File: config.mk
export PLATFORM = sky130hd
export DESIGN_NAME = bcd_serial_adder_flat
export DESIGN_NICKNAME = d
export VERILOG_FILES = /design/src/rtl/bcd_serial_adder_if.sv /design/src/rtl/bcd_serial_adder.sv /design/src/flat_wrapper.sv
export SDC_FILE = /design/constraint.sdc
export NUM_CORES = 1
export LEC_CHECK = 0
export BUFFER_PORTS_ARGS = -buffer_cell sky130_fd_sc_hd__buf_2
export CAP_MARGIN = 10
export CORE_MARGIN = 2
export CORE_UTILIZATION = 55
export CTS_CLUSTER_DIAMETER = 50
export DETAILED_ROUTE_END_ITERATION = 6
export GPL_TIMING_DRIVEN = 0
export PLACE_DENSITY = 0.79
export SLEW_MARGIN = 25
export SYNTH_ARGS = -nofsm -noshare
export SYNTH_HDL_FRONTEND = slang
export SYNTH_SLANG_ARGS = --single-unit
File: constraint.sdc
create_clock -name clk -period 6.4 [get_ports clk]
set_input_delay 0.96 -clock clk [delete_from_list [all_inputs] [get_ports clk]]
set_output_delay 0.96 -clock clk [all_outputs]
set_load 0.02 [all_outputs]
File: src/rtl/bcd_serial_adder_if.sv
// ============================================================================
// Module : bcd_serial_adder_if
// Handshake and operand/result bundle for the digit-serial BCD adder.
// Rev    : 1.0  initial release
// ============================================================================
`default_nettype none

interface bcd_serial_adder_if #(
  parameter int DIGITS = 4
);
  logic                  start;
  logic                  sub;
  logic [4*DIGITS-1:0]   A;
  logic [4*DIGITS-1:0]   B;
  logic                  Cin;
  logic                  ready;
  logic                  busy;
  logic                  done;
  logic [4*DIGITS-1:0]   Sum;
  logic                  Cout;
  logic                  err;

  modport master (
    output start, sub, A, B, Cin,
    input  ready, busy, done, Sum, Cout, err
  );

  modport slave (
    input  start, sub, A, B, Cin,
    output ready, busy, done, Sum, Cout, err
  );
endinterface

`default_nettype wire

File: src/rtl/bcd_serial_adder.sv
// ============================================================================
// Module : bcd_serial_adder
// Digit-serial packed-BCD adder/subtractor, one digit per clock, LSD first.
// Optional subtraction enabled by defining BCD_SUB_EN.
// Rev    : 1.0  initial release
// ============================================================================
`default_nettype none

module bcd_serial_adder #(
  parameter int DIGITS = 4
) (
  input  logic              clk,
  input  logic              rst,
  bcd_serial_adder_if.slave bus
);
  localparam int W  = 4 * DIGITS;
  localparam int CW = (DIGITS > 1) ? $clog2(DIGITS) : 1;

  typedef enum logic [1:0] {
    IDLE = 2'd0,
    RUN  = 2'd1,
    DONE = 2'd2
  } state_t;

  state_t         state, state_next;
  logic [W-1:0]   a_q, b_q, res_q, res_next, sum_q;
  logic [CW-1:0]  cnt;
  logic           carry, carry_next, carry_init;
  logic           cout_q, err_acc, err_next, err_q;
  logic           accept, last;
  logic           ready, busy, done;
  logic [3:0]     a_dig, b_dig, b_eff, dig;
  logic [4:0]     s;

  assign a_dig = a_q[3:0];
  assign b_dig = b_q[3:0];

`ifdef BCD_SUB_EN
  logic sub_q;
  // Nine's complement of the B digit; borrow-in enters as an inverted carry
  assign b_eff      = sub_q ? (4'd9 - b_dig) : b_dig;
  assign carry_init = bus.sub ? ~bus.Cin : bus.Cin;
`else
  logic sub_unused;
  assign sub_unused = bus.sub;
  assign b_eff      = b_dig;
  assign carry_init = bus.Cin;
`endif

  assign s = {1'b0, a_dig} + {1'b0, b_eff} + {4'd0, carry};

  always_comb begin
    dig        = s[3:0];
    carry_next = 1'b0;
    if (s > 5'd9) begin
      dig        = s[3:0] + 4'd6;
      carry_next = 1'b1;
    end
  end

  assign err_next = err_acc | (a_dig > 4'd9) | (b_dig > 4'd9);
  assign last     = (cnt == CW'(DIGITS - 1));

  generate
    if (DIGITS == 1) begin : g_single
      assign res_next = dig;
    end else begin : g_multi
      assign res_next = {dig, res_q[W-1:4]};
    end
  endgenerate

  always_ff @(posedge clk or posedge rst) begin
    if (rst) state <= IDLE;
    else     state <= state_next;
  end

  always_comb begin
    state_next = state;
    ready      = 1'b0;
    busy       = 1'b0;
    done       = 1'b0;
    accept     = 1'b0;
    case (state)
      IDLE: begin
        ready = 1'b1;
        if (bus.start) begin
          accept     = 1'b1;
          state_next = RUN;
        end
      end
      RUN: begin
        busy = 1'b1;
        if (last) state_next = DONE;
      end
      DONE: begin
        ready = 1'b1;
        done  = 1'b1;
        if (bus.start) begin
          accept     = 1'b1;
          state_next = RUN;
        end else begin
          state_next = IDLE;
        end
      end
      default: state_next = IDLE;
    endcase
  end

  always_ff @(posedge clk or posedge rst) begin
    if (rst) begin
      a_q     <= '0;
      b_q     <= '0;
      res_q   <= '0;
      sum_q   <= '0;
      cnt     <= '0;
      carry   <= 1'b0;
      cout_q  <= 1'b0;
      err_acc <= 1'b0;
      err_q   <= 1'b0;
`ifdef BCD_SUB_EN
      sub_q   <= 1'b0;
`endif
    end else if (accept) begin
      a_q     <= bus.A;
      b_q     <= bus.B;
      cnt     <= '0;
      carry   <= carry_init;
      err_acc <= 1'b0;
`ifdef BCD_SUB_EN
      sub_q   <= bus.sub;
`endif
    end else if (state == RUN) begin
      a_q     <= a_q >> 4;
      b_q     <= b_q >> 4;
      res_q   <= res_next;
      carry   <= carry_next;
      err_acc <= err_next;
      cnt     <= cnt + CW'(1);
      // Visible results change only when the final digit lands
      if (last) begin
        sum_q  <= res_next;
        cout_q <= carry_next;
        err_q  <= err_next;
      end
    end
  end

  assign bus.ready = ready;
  assign bus.busy  = busy;
  assign bus.done  = done;
  assign bus.Sum   = sum_q;
  assign bus.Cout  = cout_q;
  assign bus.err   = err_q;

endmodule

`default_nettype wire

File: src/flat_wrapper.sv
// flat-port wrapper written by rule: the top's interface ports become plain ports
module bcd_serial_adder_flat 
#(
  parameter int DIGITS = 4
)
  (clk, rst, bus_start, bus_sub, bus_A, bus_B, bus_Cin, bus_ready, bus_busy, bus_done, bus_Sum, bus_Cout, bus_err);
  bcd_serial_adder_if #(.DIGITS(DIGITS)) bus_i ();
  input  logic clk;
  input  logic rst;
  input wire logic [$bits(bus_i.start)-1:0] bus_start;
  input wire logic [$bits(bus_i.sub)-1:0] bus_sub;
  input wire logic [$bits(bus_i.A)-1:0] bus_A;
  input wire logic [$bits(bus_i.B)-1:0] bus_B;
  input wire logic [$bits(bus_i.Cin)-1:0] bus_Cin;
  output wire logic [$bits(bus_i.ready)-1:0] bus_ready;
  output wire logic [$bits(bus_i.busy)-1:0] bus_busy;
  output wire logic [$bits(bus_i.done)-1:0] bus_done;
  output wire logic [$bits(bus_i.Sum)-1:0] bus_Sum;
  output wire logic [$bits(bus_i.Cout)-1:0] bus_Cout;
  output wire logic [$bits(bus_i.err)-1:0] bus_err;
  assign bus_i.start = bus_start;
  assign bus_i.sub = bus_sub;
  assign bus_i.A = bus_A;
  assign bus_i.B = bus_B;
  assign bus_i.Cin = bus_Cin;
  assign bus_ready = bus_i.ready;
  assign bus_busy = bus_i.busy;
  assign bus_done = bus_i.done;
  assign bus_Sum = bus_i.Sum;
  assign bus_Cout = bus_i.Cout;
  assign bus_err = bus_i.err;
  bcd_serial_adder #(.DIGITS(DIGITS)) u_core (.clk(clk), .rst(rst), .bus(bus_i));
endmodule
==> summary.md <==
| Metric | Value |
|---|---|
| Antenna violations before repair | 0 |
| Setup bufs post-CTS | 0 |
| Worst path arrival time | 3450 ps |
| Switching power | between 0.9 and 1 mW |
| Area growth, synth to finish | 20.2% |
| Buf/Inv on CP | 1 |
| Post-route setup TNS | 0 ps |
| DR pass1 iterations | 5 |
| # hold bufs at CTS | 0 |
| Post-synthesis net count | 322 |
| IO Port Bufs | 56 |
| Initial Util | 0.572 |
| CP Launch Point | u_core.carry$_DFFE_PP0P_ |
| Cell depth of the worst setup path | 9 |
| Leakage Power | 1.82 nW |
| Unrepaired setup endpoints after global routing | no |
| DR iter-0 viols | 190 |
| Remaining antenna violation count | 0 |
| Hold depth | 2 |
| Clk slew on worst S/H paths | 70 ps |
| WHS | 478 ps |
| Die area | 5910 µm² |
| CP max FO | 7 |
| CP cell instances | fa_1 -> fa_1 -> inv_1 -> ha_1 -> nor2b_1 -> a31o_2 -> or3_4 -> and2_4 -> a311oi_1 |
| Clk_lat worst skew | 350 ps |
| CP max stage delay | 670 ps |
| TritonCTS buffer count | 9 |
| Gpl congestion | 0.780 |
| Post-Syn Area | 2920 µm² |
| Synth cell types | 32 |
| Final Cycle Share | 0.499 |
| Largest net degree at the start of global routing | 41 |
| Setup violations, final | 0 |
| CTS H-Tree Depth | 3 |
| Syn avg cell area | 10.5 µm² |
| Maximum VDD drop | about 0.27 mV |
| Largest cells by area after synthesis | dfrtp_1, nand2_1, a22oi_1 |
| Fmax | 0.313 GHz |
| Internal power | 1.24 mW |
| Tot Pwr | 2.17 mW |
| DP HPWL | 4400 µm |
| Row count | 26 |
| CTS tree | yes |
| GR Overflow Total | 0 |
| Switch share | 0.428 |
| Syn. warnings | 0 |
| CP top delay family | adder cells |
| Crit end category | flip-flop |
| Die width | 76.9 µm |
| Slew @ Worst Pin | 731 ps |
| Synth top area share | 0.583 |
| Core region area | approximately 5000 µm² |
| PD cells | 617 nW/µm² |
| Register share of total power | 0.347 |
| Vias in the first global route | 2286 |
| Clock power share | 0.168 |
| Vias | 2315 |
| Crit start category | flip-flop |
| Vias/cell | ~5.5 |
| Clock buffer depth | 2 |
| CTS resizes | 0 |
| # DRC | 0 |
| Share of layout cells above drive strength 1 | 0.262 |
| Ports | 58 |
| Max-slew violation count | 0 |
| First-pass GRT wire length | 11100 µm |
| Min-delay src | u_core.b_q[5]$_DFFE_PP0P_ |
| Antenna cell count | 0 |
| Placed Area | 3310 µm² |
| Tot GR Track Use | 0.241 |
| Routed len/inst | 15.0 µm |
| Cell mode on critical path | fa_1 |
| Required time worst endpoint | between 6000 and 7000 ps |
| CTS root buffer | clkbuf_8 |
| Max stage delay cell, worst path | fa_1 |
| Die H | 76.9 µm |
| Synth Instances | 278 |
| Comb power frac | 0.486 |
| Worst r2r src | u_core.carry$_DFFE_PP0P_ |
| Hold Crit Class | flip-flop to flip-flop |
| Final Instance Area | ~3500 µm² |
| Crit path kind | flip-flop to flip-flop |
| Maxcap violations | 0 |
| Final hold violation count | 0 |
| Filler instances | 414 |
| NumNets Final | 390 |
| Post-synthesis sequential area ratio | 0.583 |
| Clk_skew | 5.53 ps |
| Number of synthesized register bits | just under 70 |
| Final WL | approximately 6300 µm |
| Clock sinks | 68 |
| Cell taking the most area after synthesis | dfrtp_1 |
| Status | completed |
| Worst reg-to-reg path cell count | 9 |
| Final Critical Period | approximately 3200 ps |
| Worst slew margin | 0.511 |
[synth_stat cells (all sizes together)]
cell type,n
buf,3
o311ai,1
nor2b,3
dfrtp,68
inv,6
nor3,2
or3,1
a31o,1
ha,5
nand3,4
mux2i,1
and2,1
a21oi,4
and3,3
or4,2
nand2,90
nor2,5
fa,2
a221oi,2
a22o,9
a21o,1
or2,1
mux2,12
o21bai,1
xnor2,1
a22oi,25
nand2b,1
a41o,1
a311oi,1
o21ai,9
clkbuf,12
[path summary, 6_finish.rpt]
kind	to	slack [ps]
min reg2reg	u_core.b_q[5]$_DFFE_PP0P_	480
max	u_core.res_q[14]$_DFFE_PP0P_	3210
min in group asynchronous	u_core.a_q[12]$_DFFE_PP0P_	590
min	u_core.b_q[5]$_DFFE_PP0P_	480
max reg2reg	u_core.res_q[14]$_DFFE_PP0P_	3210
max in group asynchronous	u_core.bus.Sum[13]$_DFFE_PP0P_	5290
[routing by layer]
metal	vias to the layer above	wire length, µm	track usage
li1	1098	-	-
met1	1113	2830	0.332
met2	93	2940	0.365
met3	11	468	0.0529
met4	0	82	0.115
met5	-	0	0
[worst register-to-register path, stage by stage, from the launching register on]
cell and delay [ps]:
dfrtp_1 410, fa_1 490, fa_1 670, inv_1 110, ha_1 220, nor2b_1 130, a31o_2 260, or3_4 350
and2_4 190, a311oi_1 270
[flip-flops by register name, summed over array words and instances (netlist names)]
name,flops
u_core.cnt,2
u_core.carry,1
u_core.res_q,12
u_core.err_acc,1
u_core.state,2
u_core.a_q,16
u_core.bus.Cout,1
u_core.bus.err,1
u_core.bus.Sum,16
u_core.b_q,16
[placed cells by master (no fill, tap or decap), types with 5 or more instances in the layout]
cell,count
a22o_1,9
inv_1,5
dfrtp_1,68
clkbuf_8,10
clkbuf_1,12
o21ai_0,9
a22oi_1,25
nor2_1,5
mux2_2,12
nand2_1,90
ha_1,5
buf_2,57
[per-stage QoR]
stage | std cells | worst slack [ps] | util
2_1_floorplan | 278 | 3470 | -
3_3_place_gp | 404 | 2950 | 0.644
3_5_place_dp | 405 | 3250 | 0.648
4_1_cts | 421 | 3210 | 0.687
5_1_grt | 421 | 3000 | 0.687
6_report | 421 | 3210 | 0.687
[cell families (layout without fill, tap and decap cells)]
kind of cell	after synthesis	count (layout)	share of synthesized area
AOI/OAI and AO/OA	55	55	0.140
xor gates and xnor gates	1	1	0.00300
adders and majority gates	7	7	0.0351
buffers and inverters	21	94	0.0274
DFF	68	68	0.583
muxes	13	13	0.0497
and+or+nand+nor	113	113	0.162
[power by group through the flow]
stage,Clock (mW),Sequential (mW),Combinational [mW]
after global routing,0.380,0.777,1.18
after global placement,0,0.748,1.00
final,0.363,0.751,1.05
after detailed placement,0,0.757,1.05
after floorplan,0,0.792,0.718
after CTS,0.364,0.751,1.05
[cell type report]
type	instances	area (µm²)	share of cell area
Multi-Input combinational cell	189	1140	0.324
Timing Repair Buffer	57	300	0.0856
Buffer	15	57.6	0.0164
Clock buffer	10	138	0.0392
Sequential cell	68	1700	0.485
Tap cell	70	87.6	0.0250
Clock inverter	6	62.6	0.0178
Inverter	6	25.0	0.00713
Note: power is estimated with default switching activity, not from simulation.
